==> config.mk <==
export PLATFORM = sky130hd
export DESIGN_NAME = coproc_sequencer
export DESIGN_NICKNAME = d
export VERILOG_FILES = /design/src/rtl/coproc_sequencer.sv
export SDC_FILE = /design/constraint.sdc
export NUM_CORES = 1
export LEC_CHECK = 0
export CORE_UTILIZATION = 52
export DETAILED_ROUTE_END_ITERATION = 10
export PLACE_DENSITY = 0.77
export SLEW_MARGIN = 0
export SYNTH_ARGS = -nofsm -noshare
export SYNTH_HDL_FRONTEND = slang
export SYNTH_SLANG_ARGS = --single-unit
==> constraint.sdc <==
create_clock -name clk_i -period 4.21 [get_ports clk_i]
set_clock_uncertainty 0.15 [all_clocks]
set_input_delay 0.6315 -clock clk_i [delete_from_list [all_inputs] [get_ports clk_i]]
set_output_delay 0.6315 -clock clk_i [all_outputs]
set_load 0.02 [all_outputs]
==> src/rtl/coproc_sequencer.sv <==
// In-order issue/commit/result sequencer between the CV32E40X eXtension interface
// and a single coprocessor execution unit.
module coproc_sequencer #(
  parameter int unsigned X_ID_WIDTH = 4,
  parameter int unsigned XLEN       = 32,
  parameter int unsigned DEPTH      = 4
) (
  input  logic                  clk_i,
  input  logic                  rst_i,
  input  logic                  issue_valid_i,
  output logic                  issue_ready_o,
  input  logic [X_ID_WIDTH-1:0] issue_id_i,
  input  logic [31:0]           issue_instr_i,
  input  logic [XLEN-1:0]       issue_rs0_i,
  input  logic [XLEN-1:0]       issue_rs1_i,
  output logic                  issue_accept_o,
  output logic                  issue_writeback_o,
  input  logic                  commit_valid_i,
  input  logic [X_ID_WIDTH-1:0] commit_id_i,
  input  logic                  commit_kill_i,
  output logic                  exec_valid_o,
  input  logic                  exec_ready_i,
  output logic                  exec_op_o,
  output logic [XLEN-1:0]       exec_rs0_o,
  output logic [XLEN-1:0]       exec_rs1_o,
  input  logic                  exec_done_i,
  input  logic [XLEN-1:0]       exec_data_i,
  output logic                  result_valid_o,
  input  logic                  result_ready_i,
  output logic [X_ID_WIDTH-1:0] result_id_o,
  output logic [4:0]            result_rd_o,
  output logic [XLEN-1:0]       result_data_o,
  output logic                  result_we_o,
  output logic                  busy_o
);

  localparam int unsigned PW = $clog2(DEPTH);
  localparam int unsigned CW = PW + 1;
  localparam logic [6:0] OPC_TEST = 7'h0a;
  localparam logic [6:0] OPC_ADD  = 7'h0b;

  typedef struct packed {
    logic [X_ID_WIDTH-1:0] id;
    logic                  op;
    logic [4:0]            rd;
    logic [XLEN-1:0]       rs0;
    logic [XLEN-1:0]       rs1;
  } entry_t;

  typedef enum logic [1:0] {
    ST_IDLE,
    ST_DISPATCH,
    ST_WAIT,
    ST_RESULT
  } state_t;

  state_t          state_q, state_d;
  entry_t          mem [DEPTH];
  logic [DEPTH-1:0] occ_q, cmt_q, kil_q;
  logic [PW-1:0]   wr_ptr_q, rd_ptr_q;
  logic [CW-1:0]   count_q;
  logic [XLEN-1:0] data_q;

  logic   push, pop_c, latch_c, known_op, same_cycle_commit;
  entry_t new_entry, head;
  logic   head_occ, head_cmt, head_kil;

  logic unused_instr;
  assign unused_instr = ^issue_instr_i[31:12];

  // Issue decode and handshake
  assign known_op          = (issue_instr_i[6:0] == OPC_TEST) | (issue_instr_i[6:0] == OPC_ADD);
  assign issue_ready_o     = ~rst_i & (count_q < CW'(DEPTH));
  assign issue_accept_o    = ~rst_i & issue_valid_i & known_op;
  assign issue_writeback_o = issue_accept_o;
  assign push              = issue_valid_i & issue_ready_o & issue_accept_o;
  assign same_cycle_commit = commit_valid_i & (commit_id_i == issue_id_i);

  assign new_entry.id  = issue_id_i;
  assign new_entry.op  = (issue_instr_i[6:0] == OPC_ADD);
  assign new_entry.rd  = issue_instr_i[11:7];
  assign new_entry.rs0 = issue_rs0_i;
  assign new_entry.rs1 = issue_rs1_i;

  assign head     = mem[rd_ptr_q];
  assign head_occ = occ_q[rd_ptr_q];
  assign head_cmt = cmt_q[rd_ptr_q];
  assign head_kil = kil_q[rd_ptr_q];

  // Payload storage; occupancy is tracked separately so it needs no reset
  always_ff @(posedge clk_i) begin
    if (push) mem[wr_ptr_q] <= new_entry;
  end

  // Queue bookkeeping and per-ID commit/kill tracking
  always_ff @(posedge clk_i) begin
    if (rst_i) begin
      occ_q    <= '0;
      cmt_q    <= '0;
      kil_q    <= '0;
      wr_ptr_q <= '0;
      rd_ptr_q <= '0;
      count_q  <= '0;
    end else begin
      for (int i = 0; i < DEPTH; i++) begin
        if (commit_valid_i && occ_q[i] && (mem[i].id == commit_id_i)) begin
          cmt_q[i] <= 1'b1;
          if (commit_kill_i) kil_q[i] <= 1'b1;
        end
      end
      if (push) begin
        occ_q[wr_ptr_q] <= 1'b1;
        cmt_q[wr_ptr_q] <= same_cycle_commit;
        kil_q[wr_ptr_q] <= same_cycle_commit & commit_kill_i;
        wr_ptr_q        <= wr_ptr_q + PW'(1);
      end
      if (pop_c) begin
        occ_q[rd_ptr_q] <= 1'b0;
        rd_ptr_q        <= rd_ptr_q + PW'(1);
      end
      count_q <= count_q + CW'(push) - CW'(pop_c);
    end
  end

  always_ff @(posedge clk_i) begin
    if (rst_i) state_q <= ST_IDLE;
    else       state_q <= state_d;
  end

  // Head-of-queue sequencing; kills only matter while the head is still idle
  always_comb begin
    state_d        = state_q;
    pop_c          = 1'b0;
    latch_c        = 1'b0;
    exec_valid_o   = 1'b0;
    result_valid_o = 1'b0;
    case (state_q)
      ST_IDLE: begin
        if (head_occ && head_cmt) begin
          if (head_kil) pop_c   = 1'b1;
          else          state_d = ST_DISPATCH;
        end
      end
      ST_DISPATCH: begin
        exec_valid_o = 1'b1;
        if (exec_ready_i) state_d = ST_WAIT;
      end
      ST_WAIT: begin
        if (exec_done_i) begin
          latch_c = 1'b1;
          state_d = ST_RESULT;
        end
      end
      ST_RESULT: begin
        result_valid_o = 1'b1;
        if (result_ready_i) begin
          pop_c   = 1'b1;
          state_d = ST_IDLE;
        end
      end
      default: state_d = ST_IDLE;
    endcase
  end

  always_ff @(posedge clk_i) begin
    if (rst_i)        data_q <= '0;
    else if (latch_c) data_q <= exec_data_i;
  end

  // Fields are forced to zero outside their valid phase so reset leaves all outputs low
  assign exec_op_o     = exec_valid_o & head.op;
  assign exec_rs0_o    = exec_valid_o ? head.rs0 : '0;
  assign exec_rs1_o    = exec_valid_o ? head.rs1 : '0;
  assign result_id_o   = result_valid_o ? head.id : '0;
  assign result_rd_o   = result_valid_o ? head.rd : '0;
  assign result_data_o = result_valid_o ? data_q : '0;
  assign result_we_o   = result_valid_o & (head.rd != 5'd0);
  assign busy_o        = (count_q != '0) | (state_q != ST_IDLE);

endmodule
==> run summary <==
Maximum number of pins on one net before global-route repair - 78
WL final - 29.6 mm
Nets - 1249
Register area - 10000 µm²
Sink Count - 351
PostCTS Resize Cnt - 0
First-pass GRT wire length - 46.5 mm
Share of the cycle needed by the critical path after routing - 0.894
Inserted Clock Buffers - 37
Gr usage total - 0.217
Worst Path Class, Setup - reg -> out
Fraction of registers with async set or reset after synthesis - 0
Placed instance count - 1385
RSZ-0062 raised after global routing - no
Via count of the first global-routing pass - 8452
Routed wire length per instance - 20.3 µm
Startpoint class of the critical path - register
Main combinational cell family by area after synthesis - multiplexers
Top cell types by occurrence after synthesis - sky130_fd_sc_hd__edfxtp_1, sky130_fd_sc_hd__and2_1, sky130_fd_sc_hd__nand2_1
Design area - 18100 µm²
Layout cell share with drive strength beyond 1 - 0.137
Leakage power - 5.92 nW
Clock transition at the registers of the reported paths - 60 ps
Total of buffers placed on input and output ports - 236
Synthesized netlist net count - 1004
DRC - 30
Outcome - finished, violations left
Count of synthesis-stage warnings from yosys - 0
Area of the core region - 26300 µm²
Number of enable flip-flop cells after synthesis - 296
Flop and latch count out of synthesis - 351
Post-Synth XOR/XNOR Area - 0.0106
Number of cells produced by synthesis - 844
Final Hold Viols - 0
Total count of max-transition violations in the final report - 0
Fmax - 266 MHz
Count of placed standard cells in the final layout, fillers left out - 1455
Compound-gate portion of the synthesized area - 0.0293
Remaining antenna violation count - 0
Worst-Skew Late Latency - 500 ps
Via count normalized by instance count - 5.52
Kind of path behind the tightest hold check - reg -> reg
Setup bufs post-CTS - 0
Worst EP required - 3430 ps
Initial DRC Count - 655
Finish-stage setup viols - 0
Peak fanout along the critical path - 18
Fraction of the mapped netlist area in adder cells - 0.0147
Number of antenna violations at the first check in global routing - 3
Number of max-capacitance violations reported - 0
Synthesized area divided by synthesized cell count - 16.7 µm²
# rows - 59
Period minus WS final - 3760 ps
Failing checks - design-rule violations
Number of detailed-route iterations in the first pass - 8
CTS Hold Bufs - 0
Fraction of the yosys area taken by sequential cells - 0.709
Overall power - 0.00798 W
Cell area after technology mapping - 14100 µm²
Kind of capture point of the worst setup path - primary output
Multiplexer share of the synthesized area - 0.123
Via count - 8027
Actual transition at the worst max-transition pin - 1160 ps
Cell variety after synth - 46
Cells taking the most area after synthesis - sky130_fd_sc_hd__edfxtp_1, sky130_fd_sc_hd__mux4_2, sky130_fd_sc_hd__dfxtp_1
Die Ht - 167 µm
Peak supply drop - 0.000434 V
Max-slew headroom - 0.227
Basic-gate share of the synthesized area counting and, or, nand and nor cells - 0.0932
Filler instances - 1754
Final global-route overflow total - 0
Critical path arrival - 2980 ps
Number of H-tree levels - 2
Library cell with the highest instance count after synthesis - sky130_fd_sc_hd__edfxtp_1
Multi-input gate area - 3820 µm²
RePlAce Congestion - 0.803
CTS tree - built
Leading area contributor after synthesis - sky130_fd_sc_hd__edfxtp_1
Setup slack of the worst register-to-register path - 960 ps
Most common flop cell mapped by yosys - sky130_fd_sc_hd__edfxtp_1
Area growth from synthesis to final layout - 28.6%
Initial Util - 0.536
Area share of the largest cell type after synthesis - 0.631
DIE AREA - 27700 µm²
Setup TNS - 0 ps
Number of top-level design ports - 257
Standard cell area after detailed placement - 16900 µm²
Placed wire-length estimate - 18.5 mm
Root buffer cell - sky130_fd_sc_hd__clkbuf_16
Clock buffer depth - 3
X dimension of the die - 167 µm
Power density relative to cell area - 441 nW/µm²
## critical path, cell delays in order, from the launching register on
cell and delay, ps:
sky130_fd_sc_hd__dfxtp_4 590, sky130_fd_sc_hd__mux4_2 590, sky130_fd_sc_hd__or4_1 550, sky130_fd_sc_hd__o21a_1 180, sky130_fd_sc_hd__clkdlybuf4s50_1 570
## layout make-up
cell class,instances,share of cell area
flip-flops and latches,351,0.552
clock buffers,51,0.0580
inverters,23,0.00504
clock inverters,16,0.00856
diodes,3,0.000414
well taps,335,0.0231
repair buffers,252,0.142
multi-input cells,424,0.211
## cells in the final DEF (no fill, tap or decap), drive strengths merged, types with 4 or more instances in the layout
master / n
o221ai: 4
nor3: 6
o21ai: 4
buf: 16
mux2i: 5
clkinv: 15
clkdlybuf4s50: 236
dfxtp: 55
ha: 15
and2: 109
inv: 21
a21oi: 34
nand4: 6
nand3: 10
xnor2: 7
xor2: 10
mux4: 75
edfxtp: 296
clkbuf: 51
nand2: 80
nor2: 16
## registers in the layout, summed over array words and instances (netlist names), named ones only
signal and cells:
kil_q 4, occ_q 4, count_q 3, data_q 32
mem 296, rd_ptr_q 2, wr_ptr_q 2, state_q 2
cmt_q 4
## per-layer routing
metal	part of all wire	GRT usage	up-vias
met5	0	0	-
met3	0.062	0.0444	71
met4	0.036	0.0849	0
met1	0.41	0.277	3993
met2	0.49	0.366	252
li1	-	-	3711
## stage by stage
step           hold WS [ps]  utilization  worst slack, ps
2_1_floorplan           282            -              546
3_3_place_gp            287        0.643              880
3_5_place_dp            292        0.643              855
4_1_cts                 299        0.689              402
5_1_grt                 319        0.689              343
6_report                297        0.689              446
## report_power, final
group / leakage, nW / switching (W) / internal [W]
Combinational: 2.23 / 0.000529 / 0.000484
Clock: 0.593 / 0.00126 / 0.00193
Sequential: 3.10 / 0.00000628 / 0.00377
Total: 5.92 / 0.00180 / 0.00618
## kinds of logic after synthesis
logic type,count (synthesis)
xor+xnor,17
buf+inv,69
flops,351
simple gates,246
fa+ha+maj,16
compound gates,65
mux,80
## path summary, 6_finish.rpt
kind	startpoint	end	cells past startpoint
worst max-delay path	register	result_we_o	4
worst max register to register	rd_ptr_q[1]	count_q[2]	11
worst min-delay path	data_q[5]	data_q[5]	2
worst min register to register	data_q[5]	data_q[5]	2
Power figures use the tool's default switching activity.
==> RTL edit: new RTL, same settings <==
`XLEN`: 32 -> 24.
--- a/src/rtl/coproc_sequencer.sv
+++ b/src/rtl/coproc_sequencer.sv
@@ -4,3 +4,3 @@
   parameter int unsigned X_ID_WIDTH = 4,
-  parameter int unsigned XLEN       = 32,
+  parameter int unsigned XLEN       = 24,
   parameter int unsigned DEPTH      = 4
Interface: changed (6 resized); port bits go from 257 to 209. No check against the original RTL was run, so the function may have changed too.
==> RTL edit against the original RTL <==
Combinational power is 21% lower. Final area is 21% lower. Worst setup slack got worse by 73 ps. Highest routed layer unchanged. Sequential share of layout area down 0.17 points. Power fell by 25%. Sequential power down 20%. Fmax is 1.9% lower. Wire length fell by 19%. Register-to-register slack gained 50 ps. Sequential cell count is 72 lower. Final cell count is 19% lower. Largest power group unchanged. Synthesized area down 19%.
==> RTL edit: results (changes against the original RTL) <==
worst_setup_path:
  worstPathArrival_ps: 3060  # +80 ps
  crit_fanout: 19  # +1
  rrSetupSlack_ps: 1010  # +50 ps
  max_stage_delay_ps: 630  # +40 ps
global_routing:
  grt_start_max_net_pins: 63  # -19%
  grt.total_usage_pct: 21.9  # +0.23 points
  grt_use_met1_pct: 27.3  # -0.43 points
  grtUsageMet2_pct: 39.1  # +2.5 points
synth:
  netlist_instances: 697  # -17%
  synth_xor_area_share_pct: 1.54  # +0.48 points
  synth_compound_area_share_pct: 3.02  # +0.093 points
  ys_seq_elements: 279  # -21%
  synth_area_leaders: "edfxtp_1 (61%), mux4_2 (12%), dfxtp_1 (8.3%), and2_1 (4.7%), nand2_1 (1.9%)"
  muxShareOfSynthArea_pct: 12.2  # -0.13 points
  syn_avg_cell_area_um2: 16.3  # -2.2%
  synth_edf_count: 232  # -22%
  synth_nets: 833  # -17%
  synth.top_cells.by_count: "edfxtp_1 (232), and2_1 (85), mux4_2 (59)"
  yosysSeqAreaShare_pct: 69.5  # -1.4 points
  yosysUniqueCellTypes: 48  # +4.3%
power:
  power.share.switching_pct: 23.0  # +0.48 points
  ir_worst_vdd_v: 0.000356  # -18%
  seq-power_w: 0.00300  # -20%
cells_and_area:
  top_regs: "mem x232, data_q x24"
  fill_cells: 1418  # -19%
  clock_cell_area_share_pct: 5.66  # -1.0 points
  design_area_um2: 14400  # -21%
  sh_seq_area_pct: 55.0  # -0.17 points
  fin_nets: 1020  # -18%
  buf_share_pct: 13.9  # -0.25 points
  fin_cells: 1179  # -19%
  drive_gt1_share_pct: 12.5  # -1.2 points
placement:
  dp.cells: 1129  # -18%
  pre_cts_ws_ps: 740  # -115 ps
routing:
  wl_per_cell_um: 20.3  # +0.10%
  wl_met2_um: 12600  # -14%
  met1_length_um: 9470  # -21%
  wl_met3_um: 1350  # -26%
sta:
  timing.hold.ws_ps: 302  # +4.64 ps
  worstMarginPinSlew_ps: 1000  # -159 ps
  min_period_ps: 3840  # +73.5 ps
clocking:
  clk_latency_ps: 530  # +30 ps
  numCtsBuffers: 28  # -24%
outcome:
  outcome: "completed"
## RTL edit: cell count changes after synthesis, moves of 4 or more
cell	unedited run	this run
a211oi_1	2	7
a21oi_1	34	25
and2_1	109	85
clkbuf_1	34	25
dfxtp_1	55	47
edfxtp_1	296	232
mux4_2	75	59
nand2_1	80	58
nor2_1	16	12
## RTL edit: kinds of logic (layout without fill, tap and decap cells)
| group | Yosys count | count (layout) |
|---|---|---|
| flops | 279 | 279 |
| compound gates | 55 | 55 |
| simple gates | 203 | 203 |
| buf+inv | 59 | 266 |
| xor+xnor | 20 | 20 |
| fa+ha+maj | 16 | 16 |
| mux | 65 | 65 |
## RTL edit: worst paths after layout
| path | endpoint |
|---|---|
| min | data_q[14]$_SDFFE_PP0P_ |
| min reg2reg | data_q[14]$_SDFFE_PP0P_ |
| max | result_we_o |
| max reg2reg | count_q[2]$_SDFF_PP0_ |
## RTL edit: tightest hold or removal path, stage by stage, from the launching register on
cell,delay (ps)
dfxtp_1,300
nand2_1,50
a21oi_1,50
